### src/rtl/gf2mz_scalar_mul.sv
// -----------------------------------------------------------------------------
// gf2mz_scalar_mul
//   Computes C(z) = s * A(z) over GF(2^M)[z]. A is an N-coefficient polynomial
//   stored word-packed in RAM, D field elements per word. Element k = addr*D+j
//   sits in bits [M*j +: M] of word addr. The block reads one word at a time
//   and runs D bit-serial (MSB-first) GF(2^M) multipliers in parallel, all
//   sharing the scalar s. It then writes the product word to the result RAM
//   at the same address. Lanes with k >= N are tail padding and are written
//   as zero. The result RAM feeds gf2mz_add as its B operand.
//
//   Timing per word: DELAY_RD read cycles + M multiply cycles + 1 write cycle.
//
// Ports
//   clk     in   1            clock, rising edge
//   rst_b   in   1            asynchronous reset, active low
//   start   in   1            begin operation (sampled only while idle)
//   s_di    in   M            scalar s, latched on an accepted start
//   A_di    in   WIDTH        A RAM read data
//   A_addr  out  AW           A RAM read address
//   C_do    out  WIDTH        result write data (zero when C_we is low)
//   C_addr  out  AW           result write address (always equal to A_addr)
//   C_we    out  1            result write enable, single-cycle pulse
//   busy    out  1            high from accepted start until done
//   done    out  1            single-cycle completion pulse
// -----------------------------------------------------------------------------
module gf2mz_scalar_mul #(
  parameter int          N        = 47,
  parameter int          M        = 101,
  parameter int          D        = 6,
  parameter logic [M-1:0] POLY    = M'('hC3),
  parameter int          DELAY_RD = 1,
  localparam int         WIDTH    = M * D,
  localparam int         DEPTH    = (N + D - 1) / D,
  localparam int         AW       = (DEPTH > 1) ? $clog2(DEPTH) : 1
) (
  input  logic             clk,
  input  logic             rst_b,
  input  logic             start,
  input  logic [M-1:0]     s_di,
  input  logic [WIDTH-1:0] A_di,
  output logic [AW-1:0]    A_addr,
  output logic [WIDTH-1:0] C_do,
  output logic [AW-1:0]    C_addr,
  output logic             C_we,
  output logic             busy,
  output logic             done
);

  localparam int BW  = $clog2(M);
  localparam int RDW = (DELAY_RD > 1) ? $clog2(DELAY_RD) : 1;

  localparam logic [AW-1:0]  ADDR_LAST = AW'(DEPTH - 1);
  localparam logic [BW-1:0]  BIT_MSB   = BW'(M - 1);
  localparam logic [RDW-1:0] RD_LAST   = RDW'(DELAY_RD - 1);

  typedef enum logic [1:0] {
    IDLE  = 2'd0,
    READ  = 2'd1,
    MUL   = 2'd2,
    WRITE = 2'd3
  } state_t;

  state_t           state;
  logic [AW-1:0]    addr;
  logic [M-1:0]     s_reg;
  logic [WIDTH-1:0] a_reg;
  logic [WIDTH-1:0] acc;
  logic [BW-1:0]    bit_idx;
  logic [RDW-1:0]   rd_cnt;
  logic             c_we;

  logic [WIDTH-1:0] lane_mask;
  logic [WIDTH-1:0] acc_next;

  // Multiply by x modulo f(x); x^M is implicit in POLY.
  function automatic logic [M-1:0] xtime(input logic [M-1:0] v);
    return {v[M-2:0], 1'b0} ^ (v[M-1] ? POLY : '0);
  endfunction

  // Tail lanes are zeroed when the operand word is captured; a zero operand
  // keeps its accumulator at zero, so the written word is already padded.
  always_comb begin
    // NOTE: every combinational output gets a default first so no path
    // leaves it unassigned, which would infer a latch.
    lane_mask = '0;
    for (int j = 0; j < D; j++) begin
      if (int'(addr) * D + j < N) lane_mask[j*M +: M] = '1;
    end
  end

  // One MSB-first Horner step per lane: acc = acc*x + s_bit*a.
  always_comb begin
    acc_next = '0;
    for (int j = 0; j < D; j++) begin
      acc_next[j*M +: M] = xtime(acc[j*M +: M]) ^
                           (s_reg[bit_idx] ? a_reg[j*M +: M] : '0);
    end
  end

  // NOTE: sequential state uses non-blocking assignments so every register
  // samples the pre-edge values of the others, independent of statement order.
  always_ff @(posedge clk or negedge rst_b) begin
    if (!rst_b) begin
      // NOTE: the wide datapath registers are reset too; the outputs must be
      // zero immediately on reset and they are small enough to be flops.
      state   <= IDLE;
      addr    <= '0;
      s_reg   <= '0;
      a_reg   <= '0;
      acc     <= '0;
      bit_idx <= '0;
      rd_cnt  <= '0;
      c_we    <= 1'b0;
      busy    <= 1'b0;
      done    <= 1'b0;
    end else begin
      done <= 1'b0;
      case (state)
        IDLE: begin
          if (start) begin
            s_reg  <= s_di;
            addr   <= '0;
            rd_cnt <= '0;
            busy   <= 1'b1;
            state  <= READ;
          end
        end

        READ: begin
          // Address is stable for the whole read window; capture on its last cycle.
          if (rd_cnt == RD_LAST) begin
            a_reg   <= A_di & lane_mask;
            acc     <= '0;
            bit_idx <= BIT_MSB;
            rd_cnt  <= '0;
            state   <= MUL;
          end else begin
            rd_cnt <= rd_cnt + 1'b1;
          end
        end

        MUL: begin
          acc <= acc_next;
          if (bit_idx == '0) begin
            c_we  <= 1'b1;
            state <= WRITE;
          end else begin
            bit_idx <= bit_idx - 1'b1;
          end
        end

        WRITE: begin
          c_we <= 1'b0;
          if (addr == ADDR_LAST) begin
            busy  <= 1'b0;
            done  <= 1'b1;
            state <= IDLE;
          end else begin
            addr  <= addr + 1'b1;
            state <= READ;
          end
        end

        default: state <= IDLE;
      endcase
    end
  end

  assign A_addr = addr;
  assign C_addr = addr;
  assign C_we   = c_we;
  assign C_do   = c_we ? acc : '0;

endmodule

### config.mk
export PLATFORM = sky130hd
export DESIGN_NAME = gf2mz_scalar_mul
export DESIGN_NICKNAME = d
export VERILOG_FILES = /design/src/rtl/gf2mz_scalar_mul.sv
export SDC_FILE = /design/constraint.sdc
export NUM_CORES = 2
export LEC_CHECK = 0
export CELL_PAD_IN_SITES_DETAIL_PLACEMENT = 1
export CELL_PAD_IN_SITES_GLOBAL_PLACEMENT = 1
export CORE_AREA = 2 2 509 511
export CTS_CLUSTER_DIAMETER = 80
export DETAILED_ROUTE_END_ITERATION = 10
export DIE_AREA = 0 0 511 513
export PLACE_DENSITY_LB_ADDON = 0.08
export SYNTH_ARGS = -nofsm -noshare
export SYNTH_HDL_FRONTEND = slang
export SYNTH_SLANG_ARGS = --single-unit
### constraint.sdc
create_clock -name clk -period 3.3 [get_ports clk]
set_clock_uncertainty 0.05 [all_clocks]
set_input_delay 0.66 -clock clk [delete_from_list [all_inputs] [get_ports clk]]
set_output_delay 0.66 -clock clk [all_outputs]
set_load 0.005 [all_outputs]
After elaboration in Yosys (flattened, before gate mapping)

Index checks and enable logic that the tools add are counted.

Register bits after elaboration: 1329
Input bits: 710
Output and inout port bits: 615
Logic and storage cells: 109

Add/subtract/negate cells: 8
Multipliers: 1
Magnitude comparators: 7
Eq/ne operators: 10
Muxes and demuxes: 44
Bitwise operators: 14
Reductions and logical operators: 15

Operators with widths:

| cell                                                                  | count |
|---|---|
| 101-bit two-way mux                                                   | 12 |
| 606-bit two-way mux                                                   | 2 |
| 606-bit case mux with 2 select lines                                  | 1 |
| 606-bit bitwise AND                                                   | 1 |
| 101-bit bitwise XOR                                                   | 6 |
| 101-bit by 8-bit bitwise XOR with 101-bit output                      | 6 |
| 32-bit by 7-bit < comparator with 1-bit output, second input constant | 5 |
| 32-bit by 3-bit adder with 32-bit output, second input constant       | 2 |
| 8-bit two-way mux                                                     | 6 |
| 32-bit by 2-bit adder with 32-bit output, second input constant       | 1 |
| 32-bit by 4-bit adder with 32-bit output, second input constant       | 1 |
| 7-bit two-way mux                                                     | 2 |
| 7-bit case mux with 2 select lines                                    | 1 |
| 2-bit inequality test, second input constant                          | 6 |
| 3-bit AND reduction                                                   | 4 |
| 2-bit AND reduction                                                   | 5 |
| 1-bit two-way mux                                                     | 9 |
| 7-bit by 8-bit < comparator with 1-bit output, second input constant  | 1 |
| 2-bit case mux with 4 select lines                                    | 1 |
| 2-bit nonzero test                                                    | 4 |
| 6-bit by 3-bit adder with 7-bit output, second input constant         | 1 |
| 1-bit binary-select mux with 7-bit select                             | 1 |
| 7-bit logical NOT                                                     | 1 |
| 7-bit by 6-bit < comparator with 1-bit output, second input constant  | 1 |
| other kinds (13)                                                      | 19 |

Depth between registers and ports, before layout

Word-level depth: 5
Gate-level depth with buffers: 15
Gate-level depth less buffers: 11

Least setup slack after synthesis

Ideal clock, no wire load.

Kind: flip-flop to flip-flop
From: register addr[0], in the netlist A_addr[0]
To: register a_reg[213]
Library setup time: 130 ps
Arrival: 2879 ps
Required time: 3120 ps
Path slack: 241 ps
Stages on the path, launching flop included: 14
Buffers on the path: 2
Clock period less this slack: 3059 ps
Cell sequence: dfrtp_1 -> ha_1 -> inv_1 -> fa_1 -> inv_1 -> ha_1 -> nand2_1 -> or3b_2 -> o21ai_0 -> a21oi_1 -> clkbuf_1 -> clkbuf_1 -> nand2_1 -> o21ai_0

Cells in the longest elaborated chain, start to end: 5

Ends and longest elaborated chain:

| element                                        | line | text |
|---|---|---|
| from (decl)                                    | 64   | `logic [AW-1:0] addr;` |
| from (signal assigned)                         | 159  | `addr <= addr + 1'b1;` |
| 3-bit by 2-bit multiplier with 5-bit output    | 87   | `if (int'(addr) * D + j < N) lane_mask[j*M +: M] = '1;` |
| 32-bit by 3-bit adder with 32-bit output       | 87   |  |
| 32-bit by 7-bit < comparator with 1-bit output | 87   |  |
| 101-bit two-way mux                            | 87   |  |
| 606-bit bitwise AND                            | 132  | `a_reg <= A_di & lane_mask;` |
| to (signal assigned)                           | 132  |  |
| to (decl)                                      | 66   | `logic [WIDTH-1:0] a_reg;` |

Every way passes these cells.
A chain may end at the register's enable or synchronous reset.

Worst setup path after layout

From: register c_we, in the netlist C_we
To: output C_do[520]

Cells in the longest elaborated chain, start to end: 1

Ends and longest elaborated chain:

| element                | line | text |
|---|---|---|
| from (decl)            | 70   | `logic c_we;` |
| from (signal assigned) | 113  | `c_we <= 1'b0;` |
| from (signal assigned) | 145  | `c_we <= 1'b1;` |
| from (signal assigned) | 153  | `c_we <= 1'b0;` |
| 606-bit two-way mux    | 172  | `assign C_do = c_we ? acc : '0;` |
| to (decl)              | 42   | `output logic [WIDTH-1:0] C_do,` |

Every way passes these cells.

==> flow_metrics.py <==
metrics = {
    "outcome": {
        "outcome": "complete, but fails checks",
        "violations": "setup timing",
    },
    "timing": {
        "fmax_ghz": 0.3011,
        "maxSlewViolCount": 0,
        "finalSetupViolCount": 7,
        "period_share_pct": 100.6,
        "fin_crit_ns": 3.321,
        "finalHoldViolCount": 0,
        "whs_ns": 0.3420,
        "slew_headroom_pct": 44.98,
        "tightestPinTransition_ns": 0.8253,
        "setup_ws_ns": -0.02061,
        "rsz0062_at_grt": "true",
        "final.setup.tns_ns": -0.09177,
    },
    "clock_network": {
        "cts-root-buf": "clkbuf_16",
        "tritoncts.num_buffers": 174,
        "clk_latency_ns": 0.83,
        "htreeDepth": 4,
        "clkTransAtPathRegs_ns": 0.06,
        "clockBufferDepth": 3,
        "cts_tree": "yes",
        "clock-sinks": 1328,
    },
    "drt": {
        "drt_wl_total_um": 349100,
        "drt-initial-drc-count": 4225,
        "drc": 0,
        "ant_nets": 0,
        "first_pass_iters": 5,
        "via_per_inst": 5.125,
        "via_count": 61406,
        "avgRoutedWirePerCell_um": 29.14,
    },
    "setup_path": {
        "cpPeakStageDelay_ns": 0.54,
        "critPathLaunchType": "flip-flop",
        "critPathArrivalTime_ns": 2.61,
        "end_kind": "output pin",
        "cp_max_fo": 11,
        "crit_chain": "buf_6 -> bufbuf_16 -> and2_2 -> clkdlybuf4s50_1",
        "path_class": "flip-flop to output pin",
        "worst-r2r-cell-count": 12,
        "slowest_stage": "clkdlybuf4s50_1",
        "worstPathRequired_ns": 2.59,
    },
    "yosys": {
        "yosysUniqueCellTypes": 56,
        "yosysWarnings": 0,
        "synth-seq-cells": 1328,
        "synth_top_cell_by_area": "dfrtp_1",
        "synth_top_area_share_pct": 51.71,
        "yosysSeqAreaShare_pct": 51.71,
        "synth-main-ff-cell": "dfrtp_1",
        "synth_edf_count": 0,
        "async_flop_share_pct": 100.0,
        "syn-num-nets": 7771,
        "avgSynthCellArea_um2": 9.120,
        "synth_area_leaders": "dfrtp_1, a221o_1, nand2_1, and2_1, a31oi_1",
        "netlist_area_um2": 64270,
        "synthCells": 7047,
    },
    "global_route": {
        "grt_remaining_overflow": 0,
        "grt_start_max_net_pins": 143,
        "grt_pass1_wl_um": 478400,
        "grt_pass1_vias": 64160,
        "antenna_found_initial": 80,
        "track_usage_pct": 24.62,
    },
    "cells_and_area": {
        "nets": 9155,
        "area_growth_pct": 45.10,
        "multi_input_area_um2": 27000,
        "drive_above_1_share_pct": 12.93,
        "ff_latch_area_um2": 33240,
        "nFillCells": 28702,
        "final_cell_count_no_fill": 11981,
    },
    "placement": {
        "dp_hpwl_um": 231400,
        "place_congestion": 0.8382,
        "pre_cts_slack_ns": -0.2044,
        "placedCellCount": 11449,
        "io_buffers": 1324,
    },
    "power_and_ir_drop": {
        "irDropWorstVdd_mv": 0.4852,
        "power.density_nw_per_um2": 409.8,
        "p_total_mw": 38.22,
        "leakage_nw": 43.16,
    },
    "die": {
        "die_h_um": 513,
        "initial_utilization_pct": 25.08,
        "pin_count": 1325,
        "die_x_um": 511,
        "dieArea_um2": 262100,
        "num_rows": 186,
        "core_um2": 256200,
    },
    "run": {
        "drv_cap": 0,
    },
    "min_path": {
        "hold_path_class": "primary input to flip-flop",
        "hold_depth": 3,
    },
}
path summary, 6_finish.rpt:
kind	start	endpoint	slack, ns
min	A_di[471]	a_reg[471]$_DFFE_PN0P_	0.34
max reg2reg	bit_idx[0]$_DFFE_PN0P_	acc[212]$_DFFE_PN0P_	0.01
min in group asynchronous	rst_b	a_reg[560]$_DFFE_PN0P_	0.35
max in group asynchronous	rst_b	a_reg[71]$_DFFE_PN0P_	1.50
max	C_we$_DFFE_PN0P_	C_do[520]	-0.02
min reg2reg	s_reg[14]$_DFFE_PN0P_	s_reg[14]$_DFFE_PN0P_	0.45
cells in the final DEF, fill, tap and decap left out, types with 238 or more instances in the layout:
| cell type | synthesis | layout |
|---|---|---|
| dfrtp_1 | 1328 | 1326 |
| nand2_1 | 1210 | 1178 |
| clkdlybuf4s50_1 | 0 | 962 |
| inv_1 | 643 | 642 |
| o21ai_0 | 618 | 610 |
| nor2_1 | 611 | 607 |
| a31oi_1 | 565 | 563 |
| a221o_1 | 563 | 563 |
| and2_1 | 585 | 426 |
| dlygate4sd2_1 | 0 | 238 |
cell families after synthesis:
kind of cell,count (synthesis),synth area share (%)
AND/OR/NAND/NOR,2463,16.95
buffers and inverters,1214,7.402
XOR/XNOR,24,0.3271
adder cells (fa/ha/maj),14,0.2842
multiplexers,134,2.679
flip-flops,1328,51.71
AO/OA/AOI/OAI,1870,20.65
synth_stat cells, types with 18 or more instances:
library cell     n
nor2_1         611
buf_2           79
xnor2_1         21
and2_1         585
clkbuf_1       460
inv_1          643
a21oi_1         31
a221o_1        563
mux2_2         104
o221ai_1        18
a31oi_1        565
nand2_1       1210
dfrtp_1       1328
a311o_1         25
mux4_2          20
a311oi_1        26
nor4b_1         18
o21ai_0        618
critical path, delay by kind of cell, from the launching register on:
| kind | cells | cell delay, ns |
|---|---|---|
| buffers and inverters | 3 | 1.04 |
| DFF | 1 | 0.53 |
| and+or+nand+nor | 1 | 0.23 |
cell type report:
class,instances,area share [%]
Tap cell,3384,4.540
Inverter,646,2.611
Antenna cell,37,0.09929
Clock buffer,269,5.666
Clock inverter,36,0.4696
Sequential cell,1328,35.64
Timing Repair Buffer,1775,22.02
Multi-Input combinational cell,4506,28.95
repair_timing:
item                                    4_1_cts  5_1_grt
cloned                                       30       77
gates resized for setup                     506      361
hold buffers                                  1        0
hold endpoints to repair                     24        0
endpoints found under the setup margin     1141     1048
pin swaps                                     3       20
setup buffers                                32       52
stage by stage:
stage | cell area [µm²] | utilization, %
after floorplan | 64270 | -
after global placement | 83050 | 32.41
after detailed placement | 83050 | 32.41
after CTS | 90170 | 35.19
after global routing | 93230 | 36.38
final | 93250 | 36.39
routing by layer:
metal	wire (µm)	global-route usage [%]
met1	149300	31.32
met2	167100	40.75
met3	17390	4.458
met4	15260	10.71
met5	153	0
report_power, final:
group          leakage [nW]  switching (mW)  total (mW)  internal, mW
Combinational          23.2            1.05        2.10          1.05
Clock                  2.81            8.06        19.2          11.2
Sequential             17.1           0.214        16.9          16.7
No activity file was read; power rests on OpenSTA's default activity.
